## config.mk

```make
export PLATFORM = sky130hd
export DESIGN_NAME = key_press_reader
export DESIGN_NICKNAME = d
export VERILOG_FILES = /design/src/rtl/key_press_reader.sv
export SDC_FILE = /design/constraint.sdc
export NUM_CORES = 1
export LEC_CHECK = 0
export CAP_MARGIN = 20
export CORE_ASPECT_RATIO = 0.75
export CORE_MARGIN = 5
export CORE_UTILIZATION = 50
export CTS_CLUSTER_DIAMETER = 100
export DETAILED_ROUTE_END_ITERATION = 10
export PLACE_DENSITY = 0.67
export SETUP_SLACK_MARGIN = 0.3
export SLEW_MARGIN = 10
export SYNTH_ARGS = -nofsm -noshare
export SYNTH_HDL_FRONTEND = slang
export SYNTH_SLANG_ARGS = --single-unit
export TNS_END_PERCENT = 20
```

## constraint.sdc

```tcl
create_clock -name CLOCK_50 -period 3.7 [get_ports CLOCK_50]
set_clock_uncertainty 0.05 [all_clocks]
set_input_delay 0.74 -clock CLOCK_50 [delete_from_list [all_inputs] [get_ports CLOCK_50]]
set_output_delay 0.74 -clock CLOCK_50 [all_outputs]
set_load 0.005 [all_outputs]
```

## src/rtl/key_press_reader.sv

```systemverilog
`default_nettype none
// +----------------------------------------------------------------------------+
// | key_press_reader: synchronises and debounces one active-low DE2 KEY and    |
// | emits press/release/long-press pulses, a stable level and a press count.   |
// | Revision: 1.0                                                              |
// +----------------------------------------------------------------------------+
module key_press_reader #(
  parameter int DEBOUNCE_CYCLES = 1000000,
  parameter int LONG_CYCLES     = 50000000,
  parameter int CNT_W           = 32
) (
  input  logic       CLOCK_50,
  input  logic       RESET_N,
  input  logic       KEY_IN,
  output logic       pressed,
  output logic       press_pulse,
  output logic       release_pulse,
  output logic       long_pulse,
  output logic [7:0] press_count
);

  typedef enum logic [2:0] {
    S_IDLE       = 3'd0,
    S_DB_PRESS   = 3'd1,
    S_HELD       = 3'd2,
    S_LONG_HELD  = 3'd3,
    S_DB_RELEASE = 3'd4
  } state_t;

  localparam logic [CNT_W-1:0] c_DB_LAST   = CNT_W'(DEBOUNCE_CYCLES - 1);
  localparam logic [CNT_W-1:0] c_LONG_LAST = CNT_W'(LONG_CYCLES - 1);

  logic             r_sync1;
  logic             r_sync2;
  logic             w_k;

  state_t           r_state;
  state_t           w_state_nxt;
  logic [CNT_W-1:0] r_db_cnt;
  logic [CNT_W-1:0] w_db_cnt_nxt;
  logic [CNT_W-1:0] r_hold_cnt;
  logic [CNT_W-1:0] w_hold_cnt_nxt;
  logic             r_from_long;
  logic             w_from_long_nxt;

  logic             r_pressed;
  logic             r_press_pulse;
  logic             r_release_pulse;
  logic             r_long_pulse;
  logic [7:0]       r_press_count;
  logic             w_pressed_nxt;
  logic             w_press_nxt;
  logic             w_release_nxt;
  logic             w_long_nxt;

  function automatic logic [CNT_W-1:0] sat_inc(input logic [CNT_W-1:0] v);
    return (v == {CNT_W{1'b1}}) ? v : v + CNT_W'(1);
  endfunction

  // Synchroniser presets to "released" so a key held through reset is
  // seen as a fresh edge once reset lifts.
  always_ff @(posedge CLOCK_50 or negedge RESET_N) begin
    if (!RESET_N) begin
      r_sync1 <= 1'b1;
      r_sync2 <= 1'b1;
    end else begin
      r_sync1 <= KEY_IN;
      r_sync2 <= r_sync1;
    end
  end

  assign w_k = ~r_sync2;

  always_ff @(posedge CLOCK_50 or negedge RESET_N) begin
    if (!RESET_N) begin
      r_state         <= S_IDLE;
      r_db_cnt        <= '0;
      r_hold_cnt      <= '0;
      r_from_long     <= 1'b0;
      r_pressed       <= 1'b0;
      r_press_pulse   <= 1'b0;
      r_release_pulse <= 1'b0;
      r_long_pulse    <= 1'b0;
      r_press_count   <= 8'd0;
    end else begin
      r_state         <= w_state_nxt;
      r_db_cnt        <= w_db_cnt_nxt;
      r_hold_cnt      <= w_hold_cnt_nxt;
      r_from_long     <= w_from_long_nxt;
      r_pressed       <= w_pressed_nxt;
      r_press_pulse   <= w_press_nxt;
      r_release_pulse <= w_release_nxt;
      r_long_pulse    <= w_long_nxt;
      if (w_press_nxt) begin
        r_press_count <= r_press_count + 8'd1;
      end
    end
  end

  always_comb begin
    w_state_nxt     = r_state;
    w_db_cnt_nxt    = r_db_cnt;
    w_hold_cnt_nxt  = r_hold_cnt;
    w_from_long_nxt = r_from_long;
    w_press_nxt     = 1'b0;
    w_release_nxt   = 1'b0;
    w_long_nxt      = 1'b0;

    unique case (r_state)
      S_IDLE: begin
        w_db_cnt_nxt   = '0;
        w_hold_cnt_nxt = '0;
        if (w_k) begin
          w_state_nxt  = S_DB_PRESS;
          w_db_cnt_nxt = CNT_W'(1);
        end
      end
      S_DB_PRESS: begin
        if (!w_k) begin
          w_state_nxt  = S_IDLE;
          w_db_cnt_nxt = '0;
        end else if (r_db_cnt == c_DB_LAST) begin
          w_state_nxt    = S_HELD;
          w_db_cnt_nxt   = '0;
          w_hold_cnt_nxt = '0;
          w_press_nxt    = 1'b1;
        end else begin
          w_db_cnt_nxt = sat_inc(r_db_cnt);
        end
      end
      S_HELD: begin
        if (!w_k) begin
          w_state_nxt     = S_DB_RELEASE;
          w_db_cnt_nxt    = CNT_W'(1);
          w_from_long_nxt = 1'b0;
        end else if (r_hold_cnt == c_LONG_LAST) begin
          w_state_nxt = S_LONG_HELD;
          w_long_nxt  = 1'b1;
        end else begin
          w_hold_cnt_nxt = sat_inc(r_hold_cnt);
        end
      end
      S_LONG_HELD: begin
        if (!w_k) begin
          w_state_nxt     = S_DB_RELEASE;
          w_db_cnt_nxt    = CNT_W'(1);
          w_from_long_nxt = 1'b1;
        end
      end
      S_DB_RELEASE: begin
        // Hold counter is left untouched so a bounce only pauses the hold timer.
        if (w_k) begin
          w_state_nxt  = r_from_long ? S_LONG_HELD : S_HELD;
          w_db_cnt_nxt = '0;
        end else if (r_db_cnt == c_DB_LAST) begin
          w_state_nxt    = S_IDLE;
          w_db_cnt_nxt   = '0;
          w_hold_cnt_nxt = '0;
          w_release_nxt  = 1'b1;
        end else begin
          w_db_cnt_nxt = sat_inc(r_db_cnt);
        end
      end
      default: begin
        w_state_nxt    = S_IDLE;
        w_db_cnt_nxt   = '0;
        w_hold_cnt_nxt = '0;
      end
    endcase

    w_pressed_nxt = (w_state_nxt == S_HELD) || (w_state_nxt == S_LONG_HELD) ||
                    (w_state_nxt == S_DB_RELEASE);
  end

  assign pressed       = r_pressed;
  assign press_pulse   = r_press_pulse;
  assign release_pulse = r_release_pulse;
  assign long_pulse    = r_long_pulse;
  assign press_count   = r_press_count;

endmodule
`default_nettype wire

```

Yosys cells after proc, flatten, opt, wreduce, memory -nomap -nowiden. Index checks and enable logic that the tools add are counted.

Register bits after elaboration: 82. Input port bits: 3. Output and inout port bits: 12. Logic and storage cells: 76.

$add $sub $neg: 3. Equality and inequality tests: 19. Muxes and demuxes: 35. Bitwise gates (word level): 1. Reductions and logical operators: 7.

Operators with widths (count): $mux W32 (11); $pmux W32 S4 (2); $add A32 B1 Y32 const B (2); $eq A32 B32 Y1 const B (2); $eq A32 B20 Y1 const B (1); $eq A32 B26 Y1 const B (1); $mux W3 (8); $pmux W3 S5 (1); $ne A2 B2 Y1 const B (7); $eq A3 B2 Y1 const B (4); $mux W1 (12); $add A8 B1 Y8 const B (1); $eq A3 B3 Y1 const B (2); $reduce_and A6 Y1 (1); $eq A3 B1 Y1 const B (1); $logic_not A3 Y1 (1); $reduce_and A3 Y1 (1); $logic_or A1 B1 Y1 (2); $ne A2 B1 Y1 const B (1); $pmux W1 S2 (1); $reduce_bool A2 Y1 (1); $reduce_or A2 Y1 (1); $not A1 Y1 (1).

Logic depth before layout (Yosys ltp).
Word-level depth: 7. Gate-level depth with buffers: 9.

Worst setup path after synthesis. Ideal clock, no wire load.

Path kind: register to register. Start: reg r_hold_cnt[0]. End: reg r_hold_cnt[8]. Data arrival time: 2.064 ns. Data required time: 3.520 ns. Path slack: 1.456 ns. Stages on the path, launching flop included: 10. Cells stage by stage: dfrtp_1 -> ha_1 -> and3_1 -> nand3_2 -> or4_4 -> and2_1 -> buf_6 -> buf_6 -> a21oi_1 -> a31oi_1.

Longest elaborated chain between the ends: 5. Elaborated cells between the ends (all ways): 10.

Ends and longest elaborated chain: start, declared (line 41) `logic [CNT_W-1:0] r_hold_cnt;`; start signal, assigned (line 88) `r_hold_cnt <= w_hold_cnt_nxt;`; $add A32 B1 Y32 (line 57) `return (v == {CNT_W{1'b1}}) ? v : v + CNT_W'(1);`; $mux W32 (line 57); $mux W32 (line 136) `end else if (r_hold_cnt == c_LONG_LAST) begin`; $mux W32 (line 132) `if (!w_k) begin`; $pmux W32 S4 (line 109) `unique case (r_state)`.

Several ways; a longest one is shown, not always the timed one. The select of a mux whose other input is x is not followed. A chain may end at the register's enable or synchronous reset.

Final worst setup path.
Start: reg r_db_cnt[28]. End: reg r_hold_cnt[29].

Longest elaborated chain between the ends: 4. Elaborated cells between the ends (all ways): 5.

Ends and longest elaborated chain: start, declared (line 39) `logic [CNT_W-1:0] r_db_cnt;`; start signal, assigned (line 87) `r_db_cnt <= w_db_cnt_nxt;`; $eq A32 B20 Y1 (*) (line 122, 155); $mux W32 (*); $mux W32 (on tied branches); $pmux W32 S4 (*).

Every way passes the cells marked *; elsewhere a longest branch is shown, timed or not. The select of a mux whose other input is x is not followed.

==> impl_results.md <==
* Outcome: finished, final reports clean
* Wire per inst at 16.4 µm
* Maximum vdd ir drop at 0.311 mV
* Worst Setup End Kind: register
* R2R setup slack at 0.73 ns
* # IOs at 15
* Die height at 92.7 µm
* Clock sinks at 82
* Core area at 0.00897 mm²
* Starting density of the core at 50.8%
* Pre-CTS setup slack at 0.756 ns
* Ys async rst share at 100%
* Die X at 120 µm
* DRC at 0
* Initial antenna violation count at 0
* Setup ws final at 0.735 ns
* Footprint of the multi-input gates at 0.00234 mm²
* Crit path max fanout at 28
* PortBufs at 14
* Routability cong. at 0.840
* Detail Placement HPWL at 6.97 mm
* Setup Viol. Count Final at 0
* Count of final max-slew check failures at 0
* Post-synthesis cell area at 0.00456 mm²
* Hold Crit Class: input port to async pin
* Commonest non-fill, non-tap cell in the layout: dfrtp_1
* Leak at 1.98 nW
* Period utilization at 80.1%
* Relative slew margins at 48.0%
* Sequential element share of the synthesized area at 45.1%
* Nets at 527
* Cell variety after synth at 51
* Worst Path Required at 3.86 ns
* Post-synth EDFFs at 0
* Fmax at 337 MHz
* Largest net degree at the start of global routing at 83
* Share of post-route cells with drive strength above 1 at 5.73%
* RSZ-0062 raised after global routing: no
* Crit path kind: register to register
* Antenna Cells at 0
* First-pass DRT Iterations at 5
* Drt total wl at 10.4 mm
* Final hold vios at 0
* Non-filler cells, final at 636
* First-pass GRT wire length at 17.9 mm
* Cell Pwr Density at 358 mW/mm²
* CTS Buffer Depth at 2
* Overall Global Routing Usage at 20.0%
* Worst hold slack at 0.266 ns
* Sum Neg Setup Slack at 0 ns
* CTS resizes at 0
* Vias at 3,950
* Clock transition at path regs at 0.06 ns
* DRT antenna net count at 0
* Yosys reg bits at 82
* Worst-margin pin slew at 0.774 ns
* TritonCTS clock tree: done
* Max_cap viols at 0
* Drt first-iter violations at 302
* Critical path startpoint category: register
* Dpl cells at 621
* Total placed instance area at 0.00472 mm²
* FP Rows at 30
* CTS Buf Count at 9
* Area growth syn-to-layout at 10.2%
* DR vias/cell at 6.21
* Yosys Warn Count at 0
* Syn Inst Count at 517
* Root Buffer: clkbuf_16
* Final Cell Area at 0.00502 mm²
* Most frequent cells in the layout: dfrtp_1, nor2_1, nand2_1, o21ai_0, nand3_1
* Later-pin clock latency in the skew report at 0.33 ns
* Register Area at 0.00205 mm²
* Mapped Avg Cell Area at 8.82 µm²
* Final min period at 2.97 ns
* Post-CTS setup buffers at 0
* Most used DFF post-synth: dfrtp_1
* CTS hold repair buffers at 0
* Post-synth net total at 523
* WP data arrival at 3.12 ns
* Layout fillers at 813
* Die Area at 0.0111 mm²
* H-tree levels at 3
* Grt total ovfl at 0
* Vias in the first global route at 3,530
## registers in the layout (all words and copies together), names as in the netlist
signal / flops
release_pulse: 1
r_hold_cnt: 32
r_state: 3
press_pulse: 1
r_from_long: 1
pressed: 1
long_pulse: 1
press_count: 8
r_db_cnt: 32
r_sync1: 1
r_sync2: 1
## cells by family (layout without fill, tap and decap cells)
family | after synthesis | after routing | synth area share, %
compound gates | 102 | 102 | 13.0
simple gates | 259 | 259 | 29.6
flops | 82 | 82 | 45.1
xor+xnor | 36 | 36 | 6.92
fa+ha+maj | 4 | 4 | 1.04
mux | 3 | 3 | 0.713
buf+inv | 31 | 38 | 3.59
## worst paths after layout
check                              from             end  cells after the start
setup / recovery           r_db_cnt[28]  r_hold_cnt[29]                      6
hold / removal                  RESET_N  r_hold_cnt[23]                      1
setup reg to reg           r_db_cnt[28]  r_hold_cnt[29]                      6
hold reg to reg                 r_sync1         r_sync2                      0
max in group asynchronous       RESET_N         r_sync1                      2
min in group CLOCK_50           r_sync1         r_sync2                      0
## cells in the mapped netlist, types with 2 or more instances
cell type	count	area share [%]
and4_1	8	1.5
dfstp_2	2	1.2
o21ai_1	2	0.22
and3_1	16	2.2
nor3_1	18	2.0
or3_1	3	0.41
clkbuf_1	12	0.99
xor2_1	12	2.3
nor4_1	10	1.4
o31ai_1	11	1.8
buf_2	7	0.77
nand4_2	2	0.55
o41ai_1	2	0.38
buf_6	5	1.2
nand2_1	49	4.0
nand4_1	23	3.2
dfrtp_1	80	44
a21oi_1	22	2.4
a211o_1	2	0.38
nand2b_1	2	0.27
nor4b_1	7	1.3
xnor2_1	24	4.6
nor2_1	67	5.5
ha_1	3	0.82
and2_1	6	0.82
inv_1	6	0.49
nand3_1	36	4.0
mux2_2	2	0.49
a31oi_1	17	2.3
or4_1	2	0.33
o21ai_0	39	4.3
## where the power goes
| part | switching (W) | internal, W |
|---|---|---|
| sequential | 0.00000730 | 0.000901 |
| combinational | 0.0000372 | 0.0000131 |
| clock | 0.000339 | 0.000501 |
## through the flow
step / util, % / total power, W
final: 56.0 / 0.00180
after global routing: 56.0 / 0.00186
after CTS: 55.7 / 0.00182
after detailed placement: 52.6 / 0.000973
after global placement: 52.6 / 0.000971
after floorplan: - / 0.000948
## routing by layer
| metal | part of all wire [%] | global-route usage [%] | routed length [µm] |
|---|---|---|---|
| met2 | 41 | 27.0 | 4240 |
| met4 | 1.2 | 5.94 | 127 |
| met1 | 53 | 31.7 | 5480 |
| met3 | 5.5 | 4.52 | 576 |
| met5 | 0 | 0 | 0 |
## critical path: stages, from the launching register on
cell and delay [ns]:
dfrtp_1 0.44, nor4_1 0.31, nand4_1 0.32, o31ai_1 0.53, nand4_2 0.69, o21ai_0 0.39, o31ai_1 0.10
## layout make-up
| class | count | area share, % |
|---|---|---|
| multi-input cells | 404 | 46.6 |
| clock inverters | 2 | 0.249 |
| repair buffers | 18 | 3.74 |
| clock buffers | 12 | 5.30 |
| inverters | 6 | 0.448 |
| flip-flops and latches | 82 | 40.9 |
| well taps | 112 | 2.79 |
Note: power is estimated with default switching activity, not from simulation.
